<file path="src/rtl/fft8_stream_ctrl_if.sv">
// Stream and FFT-side signal bundle for fft8_stream_ctrl.
// The master modport is the controller's view; slave is the environment
// (upstream source, downstream sink and the FFT core).
interface fft8_stream_ctrl_if #(
  parameter int N     = 8,
  parameter int WIDTH = 12
);
  localparam int AW = $clog2(N);

  // Input sample stream
  logic                    s_valid;
  logic                    s_ready;
  logic signed [WIDTH-1:0] s_re;
  logic signed [WIDTH-1:0] s_im;

  // Output bin stream
  logic                    m_valid;
  logic                    m_ready;
  logic signed [WIDTH-1:0] m_re;
  logic signed [WIDTH-1:0] m_im;
  logic [AW-1:0]           m_index;
  logic                    m_last;

  // FFT core control and data
  logic                    fft_load;
  logic [AW-1:0]           fft_load_addr;
  logic signed [WIDTH-1:0] fft_data_re;
  logic signed [WIDTH-1:0] fft_data_im;
  logic                    fft_start;
  logic                    fft_done;
  logic [AW-1:0]           fft_out_addr;
  logic signed [WIDTH-1:0] fft_out_re;
  logic signed [WIDTH-1:0] fft_out_im;

  logic                    err;

  modport master (
    input  s_valid, s_re, s_im,
    output s_ready,
    output m_valid, m_re, m_im, m_index, m_last,
    input  m_ready,
    output fft_load, fft_load_addr, fft_data_re, fft_data_im, fft_start, fft_out_addr,
    input  fft_done, fft_out_re, fft_out_im,
    output err
  );

  modport slave (
    output s_valid, s_re, s_im,
    input  s_ready,
    input  m_valid, m_re, m_im, m_index, m_last,
    output m_ready,
    input  fft_load, fft_load_addr, fft_data_re, fft_data_im, fft_start, fft_out_addr,
    output fft_done, fft_out_re, fft_out_im,
    input  err
  );
endinterface

</file>
<file path="src/rtl/fft8_stream_ctrl.sv">
// Streaming controller around fft8_top: loads one frame of N samples at
// bit-reversed addresses, pulses start, waits for done (with timeout) and
// streams the N result bins out in natural order.
module fft8_stream_ctrl #(
  parameter int N       = 8,
  parameter int WIDTH   = 12,
  parameter int TIMEOUT = 64
) (
  input  logic                 clk,
  input  logic                 rst,
  fft8_stream_ctrl_if.master   bus
);

  localparam int AW  = $clog2(N);
  localparam int WCW = $clog2(TIMEOUT) + 1;
  localparam logic [AW-1:0]  LAST_IDX = AW'(N - 1);
  localparam logic [WCW-1:0] WAIT_MAX = WCW'(TIMEOUT - 1);

  typedef enum logic [1:0] {LOAD, START, WAIT, READ} state_t;

  state_t state, state_nxt;

  logic [AW-1:0]           cnt;
  logic [AW-1:0]           rd_idx;
  logic [WCW-1:0]          wait_cnt;
  logic                    vld_p1;
  logic [AW-1:0]           ld_addr_p1;
  logic signed [WIDTH-1:0] ld_re_p1;
  logic signed [WIDTH-1:0] ld_im_p1;
  logic                    start_q;
  logic [AW-1:0]           out_addr_q;
  logic                    err_q;

  logic s_ready_c, m_valid_c;
  logic accept, done_take, timeout, out_take;

  // Reverse the bit order of an AW-bit sample index.
  function automatic logic [AW-1:0] bitrev(input logic [AW-1:0] a);
    logic [AW-1:0] r;
    for (int i = 0; i < AW; i++) r[i] = a[AW-1-i];
    return r;
  endfunction

  // State register.
  always_ff @(posedge clk or posedge rst) begin
    if (rst) state <= LOAD;
    else     state <= state_nxt;
  end

  // Next-state and handshake decode. Done is ignored while start is still
  // high so a level done left over from the previous frame cannot be taken.
  always_comb begin
    state_nxt = state;
    s_ready_c = 1'b0;
    m_valid_c = 1'b0;
    accept    = 1'b0;
    done_take = 1'b0;
    timeout   = 1'b0;
    out_take  = 1'b0;
    case (state)
      LOAD: begin
        s_ready_c = 1'b1;
        accept    = bus.s_valid;
        if (accept && cnt == LAST_IDX) state_nxt = START;
      end
      START: state_nxt = WAIT;
      WAIT: begin
        if (!start_q && bus.fft_done) begin
          done_take = 1'b1;
          state_nxt = READ;
        end else if (wait_cnt == WAIT_MAX) begin
          timeout   = 1'b1;
          state_nxt = LOAD;
        end
      end
      READ: begin
        m_valid_c = 1'b1;
        out_take  = bus.m_ready;
        if (out_take && rd_idx == LAST_IDX) state_nxt = LOAD;
      end
      default: state_nxt = LOAD;
    endcase
  end

  // Counters, FFT write port stage, start pulse, read address and error flag.
  always_ff @(posedge clk or posedge rst) begin
    if (rst) begin
      cnt        <= '0;
      rd_idx     <= '0;
      wait_cnt   <= '0;
      vld_p1     <= 1'b0;
      ld_addr_p1 <= '0;
      ld_re_p1   <= '0;
      ld_im_p1   <= '0;
      start_q    <= 1'b0;
      out_addr_q <= '0;
      err_q      <= 1'b0;
    end else begin
      // ---- stage p1: register-file write one cycle after accept ----
      vld_p1 <= accept;
      if (accept) begin
        ld_addr_p1 <= bitrev(cnt);
        ld_re_p1   <= bus.s_re;
        ld_im_p1   <= bus.s_im;
        cnt        <= (cnt == LAST_IDX) ? '0 : cnt + 1'b1;
      end

      start_q <= (state == START);

      if (state == START) wait_cnt <= '0;
      else if (state == WAIT && !done_take && !timeout) wait_cnt <= wait_cnt + 1'b1;

      if (timeout) err_q <= 1'b1;

      if (done_take) begin
        rd_idx     <= '0;
        out_addr_q <= '0;
      end else if (out_take) begin
        if (rd_idx == LAST_IDX) begin
          rd_idx     <= '0;
          out_addr_q <= '0;
        end else begin
          rd_idx     <= rd_idx + 1'b1;
          out_addr_q <= rd_idx + 1'b1;
        end
      end
    end
  end

  assign bus.s_ready       = s_ready_c & ~rst;
  assign bus.m_valid       = m_valid_c & ~rst;
  assign bus.m_re          = bus.fft_out_re;
  assign bus.m_im          = bus.fft_out_im;
  assign bus.m_index       = rd_idx;
  assign bus.m_last        = (rd_idx == LAST_IDX);
  assign bus.fft_load      = vld_p1;
  assign bus.fft_load_addr = ld_addr_p1;
  assign bus.fft_data_re   = ld_re_p1;
  assign bus.fft_data_im   = ld_im_p1;
  assign bus.fft_start     = start_q;
  assign bus.fft_out_addr  = out_addr_q;
  assign bus.err           = err_q;

endmodule

</file>
<file path="src/flat_wrapper.sv">
// flat-port wrapper written by rule: the top's interface ports become plain ports
module fft8_stream_ctrl_flat 
#(
  parameter int N       = 8,
  parameter int WIDTH   = 12,
  parameter int TIMEOUT = 64
)
  (clk, rst, bus_s_valid, bus_s_re, bus_s_im, bus_s_ready, bus_m_valid, bus_m_re, bus_m_im, bus_m_index, bus_m_last, bus_m_ready, bus_fft_load, bus_fft_load_addr, bus_fft_data_re, bus_fft_data_im, bus_fft_start, bus_fft_out_addr, bus_fft_done, bus_fft_out_re, bus_fft_out_im, bus_err);
  fft8_stream_ctrl_if #(.N(N), .WIDTH(WIDTH)) bus_i ();
  input  logic clk;
  input  logic rst;
  input wire logic [$bits(bus_i.s_valid)-1:0] bus_s_valid;
  input wire logic [$bits(bus_i.s_re)-1:0] bus_s_re;
  input wire logic [$bits(bus_i.s_im)-1:0] bus_s_im;
  output wire logic [$bits(bus_i.s_ready)-1:0] bus_s_ready;
  output wire logic [$bits(bus_i.m_valid)-1:0] bus_m_valid;
  output wire logic [$bits(bus_i.m_re)-1:0] bus_m_re;
  output wire logic [$bits(bus_i.m_im)-1:0] bus_m_im;
  output wire logic [$bits(bus_i.m_index)-1:0] bus_m_index;
  output wire logic [$bits(bus_i.m_last)-1:0] bus_m_last;
  input wire logic [$bits(bus_i.m_ready)-1:0] bus_m_ready;
  output wire logic [$bits(bus_i.fft_load)-1:0] bus_fft_load;
  output wire logic [$bits(bus_i.fft_load_addr)-1:0] bus_fft_load_addr;
  output wire logic [$bits(bus_i.fft_data_re)-1:0] bus_fft_data_re;
  output wire logic [$bits(bus_i.fft_data_im)-1:0] bus_fft_data_im;
  output wire logic [$bits(bus_i.fft_start)-1:0] bus_fft_start;
  output wire logic [$bits(bus_i.fft_out_addr)-1:0] bus_fft_out_addr;
  input wire logic [$bits(bus_i.fft_done)-1:0] bus_fft_done;
  input wire logic [$bits(bus_i.fft_out_re)-1:0] bus_fft_out_re;
  input wire logic [$bits(bus_i.fft_out_im)-1:0] bus_fft_out_im;
  output wire logic [$bits(bus_i.err)-1:0] bus_err;
  assign bus_i.s_valid = bus_s_valid;
  assign bus_i.s_re = bus_s_re;
  assign bus_i.s_im = bus_s_im;
  assign bus_s_ready = bus_i.s_ready;
  assign bus_m_valid = bus_i.m_valid;
  assign bus_m_re = bus_i.m_re;
  assign bus_m_im = bus_i.m_im;
  assign bus_m_index = bus_i.m_index;
  assign bus_m_last = bus_i.m_last;
  assign bus_i.m_ready = bus_m_ready;
  assign bus_fft_load = bus_i.fft_load;
  assign bus_fft_load_addr = bus_i.fft_load_addr;
  assign bus_fft_data_re = bus_i.fft_data_re;
  assign bus_fft_data_im = bus_i.fft_data_im;
  assign bus_fft_start = bus_i.fft_start;
  assign bus_fft_out_addr = bus_i.fft_out_addr;
  assign bus_i.fft_done = bus_fft_done;
  assign bus_i.fft_out_re = bus_fft_out_re;
  assign bus_i.fft_out_im = bus_fft_out_im;
  assign bus_err = bus_i.err;
  fft8_stream_ctrl #(.N(N), .WIDTH(WIDTH), .TIMEOUT(TIMEOUT)) u_core (.clk(clk), .rst(rst), .bus(bus_i));
endmodule
</file>
<file path="config.mk">
export PLATFORM = sky130hd
export DESIGN_NAME = fft8_stream_ctrl_flat
export DESIGN_NICKNAME = d
export VERILOG_FILES = /design/src/rtl/fft8_stream_ctrl_if.sv /design/src/rtl/fft8_stream_ctrl.sv /design/src/flat_wrapper.sv
export SDC_FILE = /design/constraint.sdc
export NUM_CORES = 1
export LEC_CHECK = 0
export CAP_MARGIN = 20
export CORE_ASPECT_RATIO = 1.25
export CORE_MARGIN = 8
export CORE_UTILIZATION = 35
export DETAILED_ROUTE_END_ITERATION = 8
export GPL_TIMING_DRIVEN = 0
export PLACE_DENSITY = 0.84
export SYNTH_ARGS = -nofsm -noshare
export SYNTH_HDL_FRONTEND = slang
export SYNTH_SLANG_ARGS = --single-unit
</file>
<file path="constraint.sdc">
create_clock -name clk -period 1.4 [get_ports clk]
set_input_delay 0.14 -clock clk [delete_from_list [all_inputs] [get_ports clk]]
set_output_delay 0.14 -clock clk [all_outputs]
set_load 0.05 [all_outputs]
</file>
[Yosys cells after proc, flatten, opt, wreduce, memory -nomap -nowiden]
Cells that the tools add are included.
Storage, ports and cells
  logic and storage cells: 57
  bits of input ports: 53
  register bits after elaboration: 45
Operators by class
  equal/unequal tests: 9
  bitwise operators: 3
  reduce and logical (&&, ||, !) cells: 12
  multiplexer cells: 20
  $add $sub $neg: 3
Operator list (count)
  7-bit 2-to-1 mux: 2
  3-bit 2-to-1 mux: 4
  1-bit 2-to-1 mux: 9
  2-bit 2-to-1 mux: 4
  2-bit one-hot mux with 4 select lines: 1
  7-bit by 1-bit adder with 7-bit output, second input constant: 1
  7-bit by 6-bit == test with 1-bit output, second input constant: 1
  3-bit by 1-bit adder with 3-bit output, second input constant: 2
  3-bit == test, second input constant: 2
  1-bit logical AND: 5
  2-bit == test, second input constant: 2
  2-bit by 1-bit inequality test with 1-bit output, second input constant: 2
  2-bit nonzero test: 2
  1-bit zero test: 3
  3-bit by 1-bit inequality test with 1-bit output, second input constant: 1
  3-bit AND reduction: 1
  1-bit AND: 2
  2-bit by 1-bit == test with 1-bit output, second input constant: 1
  2-bit zero test: 1
  1-bit NOT: 1

[Depth between registers and ports, before layout]
Gate-level depths: netlist (run 1).
  depth after elaboration: 9
  gate-level depth with buffers: 6

[Least setup slack after synthesis (run 1)]
Ideal clock, no wire load.
  path type: reg2reg
  from: register u_core.rd_idx[0] (netlist: u_core.bus.m_index[0])
  to: register u_core.rd_idx[0] (netlist: u_core.bus.m_index[0])
  data required time: 1.279 ns
  stages on the path, launching flop included: 5
  setup slack: -0.512 ns
  library setup time: 0.121 ns
  arrival time: 1.791 ns
  buffers on the path: 0
  clock period less this slack: 1.912 ns
  cell sequence: dfrtp_1 ha_1 ha_1 o31ai_1 a22o_1
On the way
  cells in the longest elaborated chain, start to end: 4
  elaborated cells between the ends (all ways): 5
  classes of those cells: add/sub (1); eq/ne (1); mux (3)
Ends and longest elaborated chain
  from (decl): RTL line fft8_stream_ctrl.sv:24  | logic [AW-1:0] rd_idx;
  from (signal assigned): RTL line fft8_stream_ctrl.sv:123  | rd_idx <= rd_idx + 1'b1;
  3-bit == test
  via bus_m_last: RTL line flat_wrapper.sv:20  | output wire logic [$bits(bus_i.m_last)-1:0] bus_m_last;
  3-bit 2-to-1 mux: RTL line fft8_stream_ctrl.sv:119  | if (rd_idx == LAST_IDX) begin
  3-bit 2-to-1 mux: RTL line fft8_stream_ctrl.sv:118  | end else if (out_take) begin
  3-bit 2-to-1 mux: RTL line fft8_stream_ctrl.sv:115  | if (done_take) begin
The timed path passes the listed nets, and every way through them passes these cells. The select of a mux whose other input is x is not followed.
A chain may end at the register's enable or synchronous reset.

[Worst setup path in the final report (run 1)]
  from: register u_core.state[0]
  to: register u_core.ld_re_p1[1] (netlist: u_core.bus.fft_data_re[1])
On the way
  cells in the longest elaborated chain, start to end: 2
Ends and longest elaborated chain
  from (decl): RTL line fft8_stream_ctrl.sv:21  | state_t state, state_nxt;
  from (signal assigned): RTL line fft8_stream_ctrl.sv:47  | else state <= state_nxt;
  2-bit zero test: RTL line fft8_stream_ctrl.sv:60  | case (state)
  1-bit 2-to-1 mux: RTL line fft8_stream_ctrl.sv:60
  to (signal assigned): RTL line fft8_stream_ctrl.sv:103  | ld_re_p1 <= bus.s_re;
  to (decl): RTL line fft8_stream_ctrl.sv:28  | logic signed [WIDTH-1:0] ld_re_p1;
Every way passes these cells.

==> results of run 1 <==
cell usage in the layout (no fill, tap or decap), drive strengths merged, types with 2 or more instances in the layout:
cell type and n:
a21oi 4, a22o 3, and3 2, buf 55
clkbuf 11, clkdlybuf4s15 3, clkdlybuf4s50 51, clkinvlp 3
dfrtp 45, dlygate4sd2 31, ha 5, inv 4
mux2 30, nand2 8, nand2b 3, nand3 7
nor2 2, nor3 2, o21ai 8, o311ai 2
o31ai 3, or3 3
sequential cells by signal, summed over array words and instances (netlist names):
signal and flops:
u_core.bus.fft_data_im 12, u_core.bus.fft_data_re 12, u_core.wait_cnt 7, u_core.bus.fft_load_addr 3
u_core.bus.m_index 3, u_core.cnt 3, u_core.state 2, u_core.bus.err 1
u_core.bus.fft_load 1, u_core.bus.fft_start 1
final cells by class:
type | count | area [µm²] | area share
tap | 66 | 82.6 | 0.0220
inverter | 5 | 22.5 | 0.00600
clock buffer | 6 | 72.6 | 0.0193
sequential | 45 | 1130 | 0.302
clock inverter | 2 | 35.0 | 0.00934
timing repair buffer | 114 | 1140 | 0.303
timing repair inverter | 2 | 10.0 | 0.00267
buffer | 31 | 260 | 0.0694
multi-input combinational | 90 | 1000 | 0.266
per-layer routing:
| metal | routed length [µm] | track usage | share of wire |
|---|---|---|---|
| met1 | 2350 | 0.141 | 0.37 |
| met2 | 3460 | 0.267 | 0.55 |
| met3 | 404 | 0.0447 | 0.064 |
| met4 | 123 | 0.0473 | 0.019 |
| met5 | 0 | 0 | 0 |
metrics by stage:
stage	hold WS, ns	setup WS, ns
finish	0.107	-0.152
global route	0.114	-0.182
CTS	0.125	-0.169
detailed placement	0.448	-1.49
global placement	0.447	-1.48
floorplan	0.155	-0.0192
path summary, 6_finish.rpt:
kind | startpoint | to | slack [ns] | cells past startpoint
worst max-delay path | u_core.state[0]$_DFFE_PP0P_ | u_core.bus.fft_data_re[1]$_DFFE_PP0P_ | -0.15 | 5
worst max register to register | u_core.state[0]$_DFFE_PP0P_ | u_core.bus.fft_data_re[1]$_DFFE_PP0P_ | -0.15 | 5
min in group clk | bus_s_im[0] | u_core.bus.fft_data_im[0]$_DFFE_PP0P_ | 0.46 | 2
worst min register to register | u_core.bus.err$_DFFE_PP0P_ | u_core.bus.err$_DFFE_PP0P_ | 0.46 | 1
max in group asynchronous | rst | u_core.bus.m_index[2]$_DFFE_PP0P_ | 0.89 | 2
worst min-delay path | rst | u_core.bus.fft_data_re[0]$_DFFE_PP0P_ | 0.11 | 2
worst max-delay path: stages, from the launching register on:
cell	delay, ns
dfrtp_1	0.43
buf_6	0.14
nor3b_4	0.21
buf_6	0.19
clkbuf_16	0.16
mux2_4	0.29
logic make-up after synthesis:
group                    after synthesis
flip-flops                            45
buffers and inverters                 37
multiplexers                          31
AND/OR/NAND/NOR                       31
AO/OA/AOI/OAI                         23
adder cells (fa/ha/maj)                5
what timing repair did:
action / CTS / global route
cloned: 4 / 1
buffers inserted: 11 / 8
resized for setup: 116 / 26
pin swaps: 9 / 10
setup endpoints to repair: 74 / 43
power by group:
part | internal [mW] | switching, mW | total (mW)
Sequential | 1.88 | 0.381 | 2.26
Combinational | 2.15 | 3.08 | 5.23
Clock | 0.530 | 0.446 | 0.976
==> run metrics, run 1 <==
antenna violations before repair 0; # setup viols final 37; synth warn 0; port bufs 91; mux cell area share after synthesis 0.164; area leader, netlist dfrtp_1; adder-cell share of the synthesized area 0.0296; most frequent cells after synthesis 45 x dfrtp_1, 27 x buf_4, 19 x mux2_2, 11 x mux2_1, 8 x nand2_1; count leader, synth dfrtp_1; Max Cap Viol 0; Compound-Gate Fraction of Synth Area 0.0721; setup_tns -3.30 ns; Iteration-0 DRC Markers 38; Area Overhead vs Synth 77.2%; htree depth 2; asr flop ratio synth 1.00; Pwr Density around 2300 nW/µm²; die width 85.6 µm; Final Critical Period 1.55 ns; failing checks setup timing; Clock Skew 0.00745 ns; Pwr Total 8.47 mW; Hold Buf Count CTS 0; area share of the largest cell type after synthesis 0.532; global-route wire length before repair 9870 µm; share of post-route cells with drive strength above 1 0.441; RSZ-0062 raised after global routing true; crit path max fanout 5; Placed Cells between 300 and 400; synthesis-stage register bit count 45; Final Non-Filler Cells 361; distinct cell type count after synthesis 31; Final nets approximately 350; Simple-Gate Fraction of Synth Area 0.0857; final setup margin -0.152 ns; # IOs around 120; CP endpoint kind flip-flop; Slew Viols, Final 0; Max Root-Sink Buffers 2; GRT Total Usage 0.141; core area roughly 5800 µm²; main combinational cell family by area after synthesis multiplexers; design area 3750 µm²; Initial DRT Pass Iterations 4; Post-Synthesis Cells 172; Seq/Total Area, Yosys 0.532; Syn Std Cell Area 2120 µm²; DRC viols 0; largest cells by area after synthesis dfrtp_1 53%, mux2_2 10%, buf_4 9.6%, mux2_1 5.9%, ha_1 3.0%; global route overflow 0; GP Congestion 0.803; number of global-route vias before repair 2,050; root buf cell clkbuf_8; Post-DRT Antenna Nets 0; DIE AREA between 8000 and 9000 µm²; period utilization 1.11; type of the tightest min-delay check in2async; Static Leak 1.72 nW; Worst Setup Start Kind flip-flop; largest net degree at the start of global routing 24; Tightest Pin Transition 0.575 ns; number of synthesized flops with an enable pin 0; Post-DP HPWL about 4300 µm; data required time of the worst path 1.58 ns; syn nets 230; clock slew at reported path FFs approximately 0.09 ns; n_diodes 0; Main synth FF type dfrtp_1; Arrival @ worst endpoint 1.73 ns; clock tree from TritonCTS yes; Worst slew margin 0.614; Rows 31; DIE HEIGHT between 100 and 150 µm; routed wire length 6340 µm; via count 1,763; Mapped Avg Cell Area 12.3 µm²; final core utilization 0.645; Worst-Skew Late Latency 0.29 ns; # clock sinks between 40 and 50; CTS buffer count 5; Synth Area in XOR/XNOR 0; peak supply drop 1380 µV; DP Area about 3200 µm²; fill count 467; starting density of the core 0.364; Max Fclk 645 MHz; Via density 4.88; drt wl/cell 17.6 µm; status finished with violations; critical path type reg2reg; final hold viol count 0
(Power assumes the default switching activity.)
==> run 2, diff against run 1 <==
--- a/config.mk
+++ b/config.mk
@@ -12,6 +12,8 @@
 export DETAILED_ROUTE_END_ITERATION = 8
 export GPL_TIMING_DRIVEN = 0
 export PLACE_DENSITY = 0.84
+export SETUP_SLACK_MARGIN = 0.15
+export SLEW_MARGIN = 20
 export SYNTH_ARGS = -nofsm -noshare
 export SYNTH_HDL_FRONTEND = slang
 export SYNTH_SLANG_ARGS = --single-unit
==> run 2 against run 1 <==
The run still ends with setup timing left. Via count down 1.7%. Flip-flop and latch count unchanged. Maximum frequency grew 6.6%. Worst hold slack better by 0.077 ns. Global-route usage grew 0.66 points. Count of clock-buffer cells in the layout did not move. Design area grew 1.2%. Die area is the same. Sequential share of layout area is 0.32 points lower. Highest routed layer unchanged.
==> run metrics, run 2 (synthesized netlist as in run 1, its figures left out) <==
status finished with violations; failing checks setup timing; number of global-route vias before repair 2,071 (+1.0%); routed wire length 6510 µm (+2.6%); clock tree from TritonCTS yes; worst path bufs/invs 1 (-2); Static Leak 1.68 nW (-2.3%); CP endpoint kind flip-flop; Comb pwr share 0.637 (+0.019); # setup viols final 31 (-16%); Max Fclk 687 MHz (+6.6%); family with the most delay on the worst path simple AND/OR/NAND/NOR gates; GRT Total Usage 0.147 (+0.00660); # clock sinks 45 (unchanged); Final Critical Period 1.46 ns (-0.0964 ns); crit path max fanout 8 (+3); design area 3800 µm² (+1.2%); Final Non-Filler Cells 360 (-0.28%); period utilization 1.04 (-0.0689); peak supply drop 1070 µV (-23%); Post-DRT Antenna Nets 0 (unchanged); sequential power share 0.272 (+0.005); Sw Share 0.465 (+0.00360); Iteration-0 DRC Markers 61 (+61%); critical path type reg2reg; die width 85.6 µm (unchanged); Post-DP HPWL 4380 µm (+2.1%); global-route wire length before repair 10,200 µm (+3.3%); DIE HEIGHT 103 µm (unchanged); via count 1,733 (-1.7%); Cell Int Power 4.58 mW (+0.38%); DIE AREA 8810 µm² (unchanged); Hold WS 0.183 ns (+0.0768 ns); Psw 3.98 mW (+1.8%); Worst path max stage delay 0.43 ns (about the same); Worst slew margin 0.624 (+0.0100); Worst Setup Start Kind flip-flop; worst path cell trace ha_4, nand3_4, nor3_4, buf_12, or3_4, a21oi_2; commonest non-fill, non-tap cell in the layout clkdlybuf4s50_1; Area Overhead vs Synth 79.3%; Placed Cells 329 (unchanged); Via density 4.81 (-1.4%); root buf cell clkbuf_8; drt wl/cell 18.1 µm (+2.9%); n_diodes 0 (unchanged); core area 5820 µm² (unchanged); DRC viols 0 (unchanged); Max Cap Viol 0 (unchanged); DP Area 3350 µm² (+6.0%); GP Congestion 0.744 (-7.3%); CTS buffer count 5 (unchanged); antenna violations before repair 0 (unchanged); final setup margin -0.0551 ns (+0.0964 ns); share of post-route cells with drive strength above 1 0.568 (+0.127); RSZ-0062 raised after global routing true; final hold viol count 0 (unchanged); Tightest Pin Transition 0.560 ns (-0.0149 ns); largest net degree at the start of global routing 24 (unchanged); htree depth 2 (unchanged); type of the tightest min-delay check in2async; Slew Viols, Final 0 (unchanged); clock slew at reported path FFs 0.09 ns (about the same); clock power share 0.092 (-0.023); port bufs 91 (unchanged); setup_tns -0.890 ns (+2.41 ns); Max Root-Sink Buffers 2 (unchanged); Pwr Density 2250 nW/µm² (-0.11%); Arrival @ worst endpoint 1.67 ns (-0.06 ns); starting density of the core 0.364 (unchanged); CP max-delay cell dfrtp_1; # IOs 116 (unchanged); reg2reg setup slack -0.06 ns (+0.10 ns); data required time of the worst path 1.62 ns (+0.04 ns); Final nets 351 (-0.28%); Initial DRT Pass Iterations 4 (unchanged); global route overflow 0 (unchanged); most frequent cells in the layout 51 x clkdlybuf4s50_1, 41 x buf_4, 39 x dfrtp_1, 30 x mux2_4, 30 x clkdlybuf4s15_2; Clock Skew 0.0102 ns (+0.00277 ns); Worst-Skew Late Latency 0.29 ns (about the same); Rows 31 (unchanged)
## run 2: cell type report
cell class / instances / area (µm²)
timing repair buffer: 112 / 1150
sequential: 45 / 1130
tap: 66 / 82.6
fill: 441 / 2020
multi-input combinational: 90 / 1030
clock buffer: 6 / 72.6
inverter: 5 / 22.5
clock inverter: 2 / 10.0
buffer: 32 / 279
timing repair inverter: 2 / 12.5
## run 2: stage by stage
stage | total power, mW | utilization | worst slack [ns]
final | 8.56 | 0.652 | -0.0551
after global routing | 8.99 | 0.652 | -0.0988
after CTS | 8.48 | 0.637 | -0.0253
after detailed placement | 7.37 | 0.576 | -1.55
after global placement | 7.26 | 0.576 | -1.52
after floorplan | 5.83 | - | 0.0152
## run 2: final timing paths
| path | from | endpoint | depth (start not counted) |
|---|---|---|---|
| hold / removal | rst | u_core.state[1]$_DFFE_PP0P_ | 3 |
| hold reg to reg | u_core.bus.err$_DFFE_PP0P_ | u_core.bus.err$_DFFE_PP0P_ | 1 |
| min in group clk | bus_s_re[10] | u_core.bus.fft_data_re[10]$_DFFE_PP0P_ | 2 |
| setup reg to reg | u_core.wait_cnt[1]$_DFFE_PP0P_ | u_core.wait_cnt[0]$_DFFE_PP0P_ | 6 |
| max in group asynchronous | rst | u_core.bus.err$_DFFE_PP0P_ | 2 |
| setup / recovery | u_core.wait_cnt[1]$_DFFE_PP0P_ | u_core.wait_cnt[0]$_DFFE_PP0P_ | 6 |
## run 2: worst register-to-register path, stage by stage (launching register included)
cell	delay [ns]
dfrtp_1	0.43
ha_4	0.19
nand3_4	0.08
nor3_4	0.06
buf_12	0.14
or3_4	0.37
a21oi_2	0.13
## run 2: metal layers
metal,track usage,part of all wire
met4,0.0365,0.0051
met2,0.278,0.57
met5,0,0
met1,0.152,0.37
met3,0.0486,0.055
## run 2: power by group through the flow
stage	Sequential (mW)	Combinational, mW	Clock [mW]
6_report	2.32	5.45	0.783
5_1_grt	2.40	5.71	0.874
4_1_cts	2.31	5.36	0.812
3_5_place_dp	2.33	5.04	0
3_3_place_gp	2.31	4.95	0
2_1_floorplan	3.88	1.95	0
## run 2: repair_timing
action / CTS / global route
pin swaps: 12 / 2
endpoints found under the setup margin: 80 / 50
hold endpoints to repair: 0 / 0
gates cloned: 4 / 0
buffers inserted: 16 / 3
resized for setup: 174 / 16
hold buffers: 0 / 0
==> patch 1 (config.mk and constraints of run 1) <==
Re-encode `state_t` (4 states) as one-hot, 4 bits wide.
--- a/src/rtl/fft8_stream_ctrl.sv
+++ b/src/rtl/fft8_stream_ctrl.sv
@@ -18,3 +18,3 @@
 
-  typedef enum logic [1:0] {LOAD, START, WAIT, READ} state_t;
+  typedef enum logic [3:0] {LOAD = 4'b0001, START = 4'b0010, WAIT = 4'b0100, READ = 4'b1000} state_t;
 
Behaviour: same outputs for any inputs over 10 cycles, from zero or initial values and one cycle with rst high; not proved beyond that.
==> patch 1 against run 1 <==
  * The run still ends with negative setup slack left
  * Fmax decreased by 13%
  * Combinational power decreased by 38%
  * Setup slack got worse by 0.23 ns
  * Via count increased by 4.4%
  * Global-route usage decreased by 1.5 points
  * Total power decreased by 23%
  * Sequential cell count increased by 2
  * Core utilization decreased by 2.8 points
  * Final area increased by 0.80%
  * Synthesized cell count increased by 4.7%
  * Routed wire length increased by 1.2%
  * Area after synthesis increased by 4.5%
  * Hold slack improved by 0.17 ns
  * Critical path type unchanged
  * Largest power group unchanged
==> patch 1: results (changes against run 1) <==
| Metric | Value |
|---|---|
| GPL Wtd Cong | `0.750 (-6.5%)` |
| Worst-Skew Late Latency | `0.30 ns` |
| Post-Syn Nets | `238 (+3.5%)` |
| Global-route wire length before repair | `9200 um (-6.8%)` |
| Worst path top cell family by delay | `simple AND/OR/NAND/NOR gates` |
| Post-CTS sizing | `82 (-29%)` |
| RR Startpoint | `u_core.state[1]$_DFFE_PP0P_` |
| Mux contribution to synthesized area | `14.7% (-1.7 points)` |
| Reg clk slew, reported paths | `0.09 ns (about the same)` |
| # setup viols final | `47 (+27%)` |
| Setup slack after layout | `-0.380 ns (-0.228 ns)` |
| Cell count after synthesis | `180 (+4.7%)` |
| Antenna violations before repair | `0 (unchanged)` |
| Overall routing resource usage | `12.5% (-1.5 points)` |
| Status | `finished, violations left` |
| Most area-consuming cells after synthesis | `dfrtp_1 52%, mux2_2 14%, buf_4 9.5%` |
| Proportion of layout cells with a drive suffix above 1 | `43.7% (-0.36 points)` |
| Post-synth cell types | `37 (+19%)` |
| DRT iter0 DRCs | `108 (+180%)` |
| Slowest stage delay, CP | `0.54 ns (+0.11 ns)` |
| Pre-CTS setup slack | `-0.838 ns (+0.654 ns)` |
| Vias | `1,840 (+4.4%)` |
| P_leak | `0.00171 uW (-0.33%)` |
| Commonest cells in the netlist | `46 x dfrtp_1, 28 x buf_4, 28 x mux2_2` |
| ANT cells | `0 (unchanged)` |
| Drt wl/cell | `16.6 um (-5.6%)` |
| Slowest library cell on the worst path | `or4b_4` |
| Placed cell area | `0.00331 mm2 (+4.6%)` |
| Placed wire-length estimate | `4430 um (+3.3%)` |
| Max VDD drop | `0.00140 V (+1.3%)` |
| Xor/xnor share of the synthesized area | `0.396% (+0.40 points)` |
| Setup TNS | `-12.32 ns (-9.02 ns)` |
| Worst relative slew slack | `64.5% (+3.0 points)` |
| Setup Fix Bufs, Post-CTS | `9 (-2)` |
| Complex-gate fraction of the synthesized area | `6.56% (-0.65 points)` |
| Vias in the first global route | `1,962 (-4.3%)` |
| Fin Clk Skew | `0.00864 ns (+0.00119 ns)` |
| Post-synthesis adder-cell area fraction | `2.83% (-0.13 points)` |
| Drt total wl | `6420 um (+1.2%)` |
| Nets | `359 (+2.0%)` |
| Synth Cell Area | `0.00221 mm2 (+4.5%)` |
| Largest net degree at the start of global routing | `32 (+33%)` |
| Register area share after synthesis | `53.2% (about the same)` |
| Failing checks | `negative setup slack` |
==> patch 1: area by class of cell <==
class	count	area, um2
plain buffers	32	269
clock buffers	6	72.6
clock inverters	2	60.1
fillers	474	2340
inverters	4	15.0
multi-input cells	98	953
flip-flops and latches	47	1180
well taps	85	106
repair buffers	113	1120
==> patch 1: logic make-up after synthesis <==
kind of cell	Yosys count
compound gates	23
xor+xnor	1
fa+ha+maj	5
buf+inv	36
flops	47
mux	29
simple gates	39
==> patch 1: routing by layer <==
| layer | wire length, um | vias to the layer above | track usage, % | part of all wire, % |
|---|---|---|---|---|
| li1 | - | 852 | - | - |
| met1 | 2140 | 897 | 12.2 | 33 |
| met2 | 3410 | 86 | 21.5 | 53 |
| met3 | 812 | 5 | 7.21 | 13 |
| met4 | 56 | 0 | 4.07 | 0.87 |
| met5 | 0 | - | 0 | 0 |
==> patch 1: worst paths after layout <==
| check | slack [ns] | to | cells after the start |
|---|---|---|---|
| setup reg to reg | -0.38 | u_core.wait_cnt[4]$_DFFE_PP0P_ | 4 |
| hold / removal | 0.28 | u_core.bus.fft_load_addr[0]$_DFFE_PP0P_ | 2 |
| setup / recovery | -0.38 | u_core.wait_cnt[4]$_DFFE_PP0P_ | 4 |
| min in group clk | 0.44 | u_core.bus.fft_data_im[8]$_DFFE_PP0P_ | 2 |
| hold reg to reg | 0.49 | u_core.bus.err$_DFFE_PP0P_ | 1 |
| max in group asynchronous | 0.55 | u_core.state[0]$_DFFE_PP1P_ | 3 |
==> patch 1: power by group <==
group / internal [uW] / leakage (uW) / total, uW / switching, uW
logic: 1240 / 0.00108 / 3220 / 1980
clock network: 714 / 0.0000654 / 1170 / 460
registers: 1820 / 0.000566 / 2160 / 340
==> patch 2 (flow settings as in run 1) <==
Without the edit above. `WIDTH` is set to 12 in 3 places; all go to 16.
--- a/src/rtl/fft8_stream_ctrl_if.sv
+++ b/src/rtl/fft8_stream_ctrl_if.sv
@@ -5,3 +5,3 @@
   parameter int N     = 8,
-  parameter int WIDTH = 12
+  parameter int WIDTH = 16
 );
--- a/src/rtl/fft8_stream_ctrl.sv
+++ b/src/rtl/fft8_stream_ctrl.sv
@@ -5,3 +5,3 @@
   parameter int N       = 8,
-  parameter int WIDTH   = 12,
+  parameter int WIDTH   = 16,
   parameter int TIMEOUT = 64
--- a/src/flat_wrapper.sv
+++ b/src/flat_wrapper.sv
@@ -4,3 +4,3 @@
   parameter int N       = 8,
-  parameter int WIDTH   = 12,
+  parameter int WIDTH   = 16,
   parameter int TIMEOUT = 64
Interface: changed (8 resized); port bits go from 116 to 148. No check against the original RTL was run, so the function may have changed too.
==> patch 2 against run 1 <==
  * The run still ends with negative setup slack left
  * Non-clock buffer count rose by 29
  * Die area rose by 15%
  * Routed wire length rose by 16%
  * Combinational power rose by 8.8%
  * First-iteration DRC count rose by 32%
  * Area after synthesis rose by 18%
  * Final area rose by 11%
  * Setup slack improved by 0.090 ns
  * Count of clock-buffer cells in the layout rose by 2
  * Sequential cell count rose by 8
  * Total power rose by 8.6%
  * Critical path type unchanged
  * Critical endpoint is now u_core.cnt[0]$_DFFE_PP0P_
  * Largest power group unchanged
  * Highest routed layer unchanged
==> patch 2: results (changes against run 1) <==
| Metric | Value |
|---|---|
| Status | `finished, violations left` |
| Failing checks | `negative setup slack` |
| Global-route wire length before repair | `10,800 um (+9.4%)` |
| Register area share after synthesis | `53.2% (about the same)` |
| Slowest library cell on the worst path | `dfrtp_2` |
| Slew @ Worst Pin | `0.602 ns (+0.0269 ns)` |
| Worst path top cell family by delay | `flip-flops` |
| P_leak | `0.00187 uW (+8.9%)` |
| Avg Cell Area, Syn | `12.6 um2 (+2.3%)` |
| Placed wire-length estimate | `5340 um (+24%)` |
| DRT iter0 DRCs | `50 (+32%)` |
| Max_cap viols | `0 (unchanged)` |
| Chip width | `91.5 um (+6.9%)` |
| Fin Hold WS | `0.131 ns (+0.0243 ns)` |
| Most area-consuming cells after synthesis | `dfrtp_1 53%, mux2_2 16%, buf_4 11%` |
| Slowest stage delay, CP | `0.45 ns (+0.02 ns)` |
| Inst Count DP | `404 (+23%)` |
| Reg clk slew, reported paths | `0.09 ns (about the same)` |
| Largest net degree at the start of global routing | `33 (+38%)` |
| Worst Path Arrival | `1.64 ns (-0.09 ns)` |
| Fin Clk Skew | `0.00371 ns (-0.00374 ns)` |
| Post-Syn Nets | `272 (+18%)` |
| Commonest cells in the netlist | `53 x dfrtp_1, 36 x buf_4, 36 x mux2_2` |
| CP Capture Point | `u_core.cnt[0]$_DFFE_PP0P_` |
| Setup slack after layout | `-0.0618 ns (+0.0897 ns)` |
| H-tree Lvls | `2 (unchanged)` |
| Vias | `2,048 (+16%)` |
| Proportion of layout cells with a drive suffix above 1 | `39.3% (-4.8 points)` |
| Max VDD drop | `0.00122 V (-12%)` |
| # setup viols final | `39 (+5.4%)` |
| PortBufs | `115 (+26%)` |
| Placed cell area | `0.00379 mm2 (+20%)` |
| Non-Filler Instances | `431 (+19%)` |
| CP Max Fanout | `6 (+1)` |
| Drt wl/cell | `17.0 um (-3.1%)` |
| CTS buffer count | `5 (unchanged)` |
| Setup TNS | `-1.34 ns (+1.96 ns)` |
| Reg2reg path depth | `4 (-1)` |
| Nets | `414 (+18%)` |
| Overall routing resource usage | `13.1% (-0.95 points)` |
| Fill cells | `581 (+24%)` |
| Vias in the first global route | `2,213 (+8.0%)` |
| GPL Wtd Cong | `0.767 (-4.4%)` |
| Post-synth cell types | `33 (+6.5%)` |
-- patch 2: kinds of logic after synthesis --
| logic type | share of synthesized area (%) |
|---|---|
| adders and majority gates | 2.51 |
| muxes | 17.2 |
| buffers and inverters | 12.8 |
| and+or+nand+nor | 7.48 |
| DFF | 53.2 |
| AOI/OAI and AO/OA | 6.82 |
-- patch 2: area by class of cell --
type,instances,area (um2),area share [%]
sequential,53,1330,32.0
timing repair buffer,133,1270,30.6
multi-input combinational,100,1010,24.3
buffer,41,327,7.85
tap,90,113,2.71
clock buffer,8,80.1,1.92
inverter,5,22.5,0.541
timing repair inverter,1,5.00,0.120
-- patch 2: what timing repair did --
action                                  CTS  global route
pin swaps                                 5             4
endpoints found under the setup margin   94            51
gates resized for setup                  92            40
cloned                                    2             1
setup buffers                             8             8
-- patch 2: through the flow --
stage | worst slack, ns | util (%)
after floorplan | -0.251 | -
after CTS | -0.164 | 57.3
final | -0.0618 | 60.0
after detailed placement | -1.03 | 54.7
after global routing | -0.118 | 60.0
after global placement | -1.72 | 54.4
-- patch 2: power by group --
group / switching [uW] / total [uW] / internal (uW)
clock: 476 / 833 / 357
sequential: 440 / 2670 / 2230
combinational: 3570 / 5690 / 2120
-- patch 2: tightest hold or removal path, delay by kind of cell --
family | cells | cell delay (ns)
buf+inv | 3 | 0.65
-- patch 2: per-layer routing --
metal	vias to the layer above	share of wire, %	track usage [%]
met5	-	0	0
met4	0	1.1	3.87
met3	6	8.9	5.42
met2	100	53	23.8
met1	1005	37	13.6
li1	937	-	-
